$ cat src/rtl/dly_tap_cal_pkg.sv
// Shared state encoding and sizing helper for the delay-tap calibration controller.
package dly_tap_cal_pkg;

  typedef enum logic [2:0] {
    IDLE, SETTLE, MEASURE, EVAL, VERIFY_SETTLE, VERIFY_MEAS, FINISH, TRACK
  } cal_state_t;

  function automatic int tmr_width(input int win_cyc, input int settle_cyc);
    return $clog2(((win_cyc > settle_cyc) ? win_cyc : settle_cyc) + 1);
  endfunction

endpackage

$ cat src/rtl/dly_tap_cal_sync.sv
// Two-flop synchronizer for the divided ring-oscillator output plus a
// change detector that yields a one-cycle strobe per observed toggle.
module dly_tap_cal_sync
  import dly_tap_cal_pkg::*;
(
  input  logic clk,
  input  logic rn,
  input  logic osc_tog,
  output logic tog
);

  logic meta, sync, prev;

  always_ff @(posedge clk or negedge rn) begin
    if (!rn) begin
      meta <= 1'b0;
      sync <= 1'b0;
      prev <= 1'b0;
    end else begin
      meta <= osc_tog;
      sync <= meta;
      prev <= sync;
    end
  end

  assign tog = sync ^ prev;

endmodule

$ cat src/rtl/dly_tap_cal_ctrl.sv
// Successive-approximation tap calibration for a ring-oscillator delay line.
// Optional continuous re-tracking after calibration: define DLY_TAP_CAL_TRACK_EN.
module dly_tap_cal_ctrl
  import dly_tap_cal_pkg::*;
#(
  parameter int TAP_W      = 4,
  parameter int CNT_W      = 12,
  parameter int WIN_CYC    = 256,
  parameter int SETTLE_CYC = 8
) (
  input  logic             CLK,
  input  logic             RN,
  input  logic             START,
  input  logic [CNT_W-1:0] TARGET,
  input  logic             OSC_TOG,
  output logic             OSC_EN,
  output logic [TAP_W-1:0] TAP_SEL,
  output logic             BUSY,
  output logic             DONE,
  output logic             FAIL,
  output logic [CNT_W-1:0] LAST_CNT
);

  localparam int TMR_W = tmr_width(WIN_CYC, SETTLE_CYC);
  localparam int K_W   = (TAP_W > 1) ? $clog2(TAP_W) : 1;
  localparam logic [TMR_W-1:0] SETTLE_END = TMR_W'(SETTLE_CYC - 1);
  localparam logic [TMR_W-1:0] WIN_END    = TMR_W'(WIN_CYC - 1);
  localparam logic [TAP_W-1:0] TAP_MSB    = TAP_W'(1) << (TAP_W - 1);
  localparam logic [K_W-1:0]   K_TOP      = K_W'(TAP_W - 1);

  cal_state_t       state;
  logic [CNT_W-1:0] tgt, cnt, cnt_sum;
  logic [TMR_W-1:0] tmr;
  logic [K_W-1:0]   k;
  logic [TAP_W-1:0] eval_code;
  logic             tog, win_pass;
`ifdef DLY_TAP_CAL_TRACK_EN
  logic             trk_settle, prev_pass;
`endif

  function automatic logic [CNT_W-1:0] sat_inc(input logic [CNT_W-1:0] c, input logic inc);
    if (inc && (c != '1)) return c + CNT_W'(1);
    return c;
  endfunction

  dly_tap_cal_sync u_sync (
    .clk     (CLK),
    .rn      (RN),
    .osc_tog (OSC_TOG),
    .tog     (tog)
  );

  assign cnt_sum  = sat_inc(cnt, tog);
  assign win_pass = (cnt_sum >= tgt);

  // SAR step: resolve the bit under test, then tentatively set the next lower one.
  always_comb begin
    eval_code = TAP_SEL;
    if (LAST_CNT < tgt) eval_code[k] = 1'b0;
    if (k != '0) eval_code[k - K_W'(1)] = 1'b1;
  end

  always_ff @(posedge CLK or negedge RN) begin
    if (!RN) begin
      state    <= IDLE;
      OSC_EN   <= 1'b0;
      TAP_SEL  <= '0;
      BUSY     <= 1'b0;
      DONE     <= 1'b0;
      FAIL     <= 1'b0;
      LAST_CNT <= '0;
      tgt      <= '0;
      cnt      <= '0;
      tmr      <= '0;
      k        <= '0;
`ifdef DLY_TAP_CAL_TRACK_EN
      trk_settle <= 1'b0;
      prev_pass  <= 1'b0;
`endif
    end else begin
      DONE <= 1'b0;
      if (START && (state == IDLE || state == TRACK)) begin
        tgt     <= TARGET;
        k       <= K_TOP;
        TAP_SEL <= TAP_MSB;
        OSC_EN  <= 1'b1;
        BUSY    <= 1'b1;
        FAIL    <= 1'b0;
        tmr     <= '0;
        state   <= SETTLE;
      end else begin
        case (state)
          IDLE: tmr <= '0;
          SETTLE, VERIFY_SETTLE: begin
            tmr <= tmr + TMR_W'(1);
            if (tmr == SETTLE_END) begin
              state <= (state == SETTLE) ? MEASURE : VERIFY_MEAS;
              tmr   <= '0;
              cnt   <= '0;
            end
          end
          MEASURE, VERIFY_MEAS: begin
            tmr <= tmr + TMR_W'(1);
            cnt <= cnt_sum;
            if (tmr == WIN_END) begin
              LAST_CNT <= cnt_sum;
              tmr      <= '0;
              if (state == MEASURE) begin
                state <= EVAL;
              end else begin
                // Result flags are registered together so FAIL is valid alongside DONE.
                state <= FINISH;
                FAIL  <= !win_pass;
                DONE  <= 1'b1;
                BUSY  <= 1'b0;
`ifndef DLY_TAP_CAL_TRACK_EN
                OSC_EN <= 1'b0;
`endif
              end
            end
          end
          EVAL: begin
            TAP_SEL <= eval_code;
            tmr     <= '0;
            if (k != '0) begin
              k     <= k - K_W'(1);
              state <= SETTLE;
            end else begin
              state <= VERIFY_SETTLE;
            end
          end
          FINISH: begin
            tmr <= '0;
            cnt <= '0;
`ifdef DLY_TAP_CAL_TRACK_EN
            state      <= TRACK;
            trk_settle <= 1'b0;
            prev_pass  <= !FAIL;
`else
            state <= IDLE;
`endif
          end
          TRACK: begin
`ifdef DLY_TAP_CAL_TRACK_EN
            tmr <= tmr + TMR_W'(1);
            if (trk_settle) begin
              if (tmr == SETTLE_END) begin
                trk_settle <= 1'b0;
                tmr        <= '0;
                cnt        <= '0;
              end
            end else begin
              cnt <= cnt_sum;
              if (tmr == WIN_END) begin
                LAST_CNT  <= cnt_sum;
                FAIL      <= !win_pass;
                prev_pass <= win_pass;
                tmr       <= '0;
                cnt       <= '0;
                // Step down on any failure; step up only after two passing windows in a row.
                if (!win_pass && (TAP_SEL != '0)) begin
                  TAP_SEL    <= TAP_SEL - TAP_W'(1);
                  trk_settle <= 1'b1;
                end else if (win_pass && prev_pass && (TAP_SEL != '1)) begin
                  TAP_SEL    <= TAP_SEL + TAP_W'(1);
                  trk_settle <= 1'b1;
                end
              end
            end
`else
            state <= IDLE;
`endif
          end
          default: state <= IDLE;
        endcase
      end
    end
  end

endmodule

$ cat config.mk
export PLATFORM = sky130hd
export DESIGN_NAME = dly_tap_cal_ctrl
export DESIGN_NICKNAME = d
export VERILOG_FILES = /design/src/rtl/dly_tap_cal_pkg.sv /design/src/rtl/dly_tap_cal_sync.sv /design/src/rtl/dly_tap_cal_ctrl.sv
export SDC_FILE = /design/constraint.sdc
export NUM_CORES = 1
export LEC_CHECK = 0
export CORE_MARGIN = 8
export CORE_UTILIZATION = 38
export CTS_BUF_LIST = sky130_fd_sc_hd__clkbuf_8
export DETAILED_ROUTE_END_ITERATION = 7
export GPL_ROUTABILITY_DRIVEN = 1
export SLEW_MARGIN = 40
export SYNTH_ARGS = -nofsm -noshare
export SYNTH_HDL_FRONTEND = slang
export SYNTH_SLANG_ARGS = --single-unit
$ cat constraint.sdc
create_clock -name CLK -period 3.7 [get_ports CLK]
set_clock_uncertainty 0.2 [all_clocks]
set_input_delay 0.74 -clock CLK [delete_from_list [all_inputs] [get_ports CLK]]
set_output_delay 0.74 -clock CLK [all_outputs]
set_load 0.1 [all_outputs]
==> impl_metrics.ini <==
[clock_network]
clock_latency_ps = 350
clk_pin_slew_worst_paths_ps = 70
htree_num_levels = 3
cts.sinks = 60
ctsResizeCount = 0
holdBufCountCts = 0
cts_buffers = 9
tritoncts = yes
ctsLongestPathBuffers = 2
postCtsSetupBuffers = 0
clockRootBuffer = clkbuf_8

[synth]
synth-main-ff-cell = dfrtp_1
syn_area_per_cell_um2 = 10.2
syn_inst = 352
synth_cell_types = 54
ys_seq_area_frac = 0.419
async_reset_ff_frac = 1.00
syn_nets = 399
synth-seq-cells = 60
synth_warnings = 0
synth_edf_count = 0
netlist_area_um2 = 3590

[sta]
setup_viol_count_final = 0
max_freq_mhz = 324
fin_setup_tns_ps = 0
worstMarginPinSlew_ps = 701
rsz0062_at_grt = false
period_needed_ps = 3080
timing.final.crit_share = 0.834
setup_slack_ps = 615
maxSlewViolCount = 0
slew_headroom = 0.530
whs_ps = 150
finalHoldViolations = 0

[setup_path]
end_kind = flip-flop
path_class = flip-flop to flip-flop
cp.arrival_ps = 3120
cp.required_ps = 3740
cp_max_fo = 6
crit_path_start_kind = flip-flop

[status]
status = finished, final reports clean

[place]
io_buffers = 35
gp_congestion = 0.879
dp_slack_ps = 580
dp_hpwl_mm = 5.73

[routing]
via_per_inst = 5.37
wl_per_cell_um = 15.3
totalWireLength_mm = 7.73
drtPass1Iterations = 4
drt_drc_violations_left = 0
vias = 2713
drt.antenna.violating_nets = 0
drt_iter0_drc = 100

[finish]
multi_input_area_um2 = 1950
nets = 436
final_util = 0.453
drive_above_1_share = 0.190
n_fill_cell = 854
diodes = 0
syn_to_final_growth_pct = 16.2
layout.area.seq_um2 = 1500

[die]
rows = 35
dieHeight_um = 113
dieArea_um2 = 12800
io_pins = 36
start_util = 0.390
core_um2 = 9200
die_x_um = 113

[global_routing]
grt_pass1_wl_mm = 13.0
overflow = 0
grt_max_degree = 61
gr-usage-all-layers = 0.125
antenna_found_initial = 0
grt_pass1_vias = 2659

[power]
power_density_nw_per_um2 = 388
vdd_ir_drop_max_mv = 0.161
leakagePower_uw = 0.00201

[min_path]
hp-class = flip-flop to flip-flop

[flow_run]
maxCapViolCount = 0
## worst max-delay path, cell delays in order (launching register included)
cell and delay (ps):
dfrtp_1 440, ha_1 260, nand3_1 230, nor2_1 130, a211oi_1 420, xor2_1 240
ha_1 280, a21o_1 180, a21o_1 160, a21oi_1 170, nor2_1 50, o41ai_1 220
## cells in the mapped netlist (3+ instances only)
master / count / share of area
mux2_2: 25 / 0.079
a31oi_1: 4 / 0.0070
xnor2_1: 8 / 0.020
nand2b_1: 3 / 0.0052
xor2_1: 3 / 0.0073
inv_1: 21 / 0.022
a22oi_1: 3 / 0.0063
a21o_1: 6 / 0.013
o21ai_0: 15 / 0.021
and3_1: 10 / 0.017
dfrtp_1: 60 / 0.42
nand3_1: 7 / 0.0098
clkbuf_1: 7 / 0.0073
ha_1: 31 / 0.11
nor2_1: 24 / 0.025
nor2b_1: 5 / 0.0087
nand2_1: 26 / 0.027
nand4_1: 7 / 0.012
a211o_1: 4 / 0.0098
nand4b_1: 3 / 0.0073
a22o_1: 8 / 0.020
o21a_1: 5 / 0.010
nor3_1: 7 / 0.0098
a21oi_1: 18 / 0.025
buf_2: 4 / 0.0056
a221o_1: 3 / 0.0084
## power by group
group | internal [µW] | leakage [µW] | switching, µW
clock network | 307 | 0.0000887 | 275
logic | 150 | 0.00115 | 141
registers | 687 | 0.000766 | 58.0
## cell type report
cell class                      instances  area share
Multi-Input combinational cell        257       0.467
Sequential cell                        60       0.360
Timing Repair Buffer                   40      0.0736
Tap cell                              111      0.0333
Clock buffer                            9      0.0297
Inverter                               21      0.0189
Clock inverter                          7      0.0165
## per-layer routing
layer  vias to the layer above  share of wire  global-route usage
met1                      1283           0.50               0.161
li1                       1363              -                   -
met3                        14          0.039              0.0325
met4                         0          0.020              0.0560
met2                        53           0.44               0.194
met5                         -              0                   0
## logic make-up (layout without fill, tap and decap cells)
kind of cell | after synthesis | count (layout) | synth area share
simple gates | 105 | 105 | 0.154
compound gates | 82 | 82 | 0.164
flops | 60 | 60 | 0.419
buf+inv | 35 | 77 | 0.0394
fa+ha+maj | 31 | 31 | 0.108
mux | 27 | 27 | 0.0844
xor+xnor | 12 | 12 | 0.0314
## registers in the layout (all words and copies together) (netlist names)
signal       flops
BUSY             1
DONE             1
FAIL             1
LAST_CNT        12
TAP_SEL          4
cnt             12
k                2
state            3
tgt             12
tmr              9
u_sync.meta      1
u_sync.prev      1
u_sync.sync      1
## cells in the final DEF (no fill, tap or decap), types with 3 or more instances in the layout
| cell type | instances |
|---|---|
| inv_1 | 22 |
| nand4b_1 | 3 |
| o21ai_0 | 15 |
| mux2_2 | 25 |
| a21oi_1 | 18 |
| nand2_1 | 26 |
| clkdlybuf4s50_1 | 14 |
| dfrtp_1 | 60 |
| clkinvlp_4 | 4 |
| a211o_1 | 4 |
| and3_1 | 10 |
| a221o_1 | 3 |
| nor2_1 | 24 |
| nor3_1 | 7 |
| clkbuf_8 | 9 |
| ha_1 | 31 |
| a22oi_1 | 3 |
| nor2b_1 | 5 |
| nand3_1 | 7 |
| o21a_1 | 5 |
| buf_2 | 13 |
| a21o_1 | 6 |
| xnor2_1 | 8 |
| a22o_1 | 8 |
| nand2b_1 | 3 |
| buf_4 | 12 |
| a31oi_1 | 4 |
| xor2_1 | 3 |
| nand4_1 | 7 |
## per-stage QoR
stage	total power (µW)	cells	instance area, µm²
2_1_floorplan	960	352	3590
3_3_place_gp	1040	488	4020
3_5_place_dp	1050	489	3970
4_1_cts	1640	505	4160
5_1_grt	1720	505	4170
6_report	1620	505	4170
## worst paths after layout
| check | start | end | slack [ps] | cells past startpoint |
|---|---|---|---|---|
| max reg2reg | cnt[0] | FAIL | 620 | 11 |
| min | u_sync.meta | u_sync.sync | 150 | 0 |
| min in group asynchronous | RN | tmr[5] | 260 | 2 |
| min reg2reg | u_sync.meta | u_sync.sync | 150 | 0 |
| max in group asynchronous | RN | LAST_CNT[6] | 2640 | 2 |
| max | cnt[0] | FAIL | 620 | 11 |
Power figures use the tool's default switching activity.
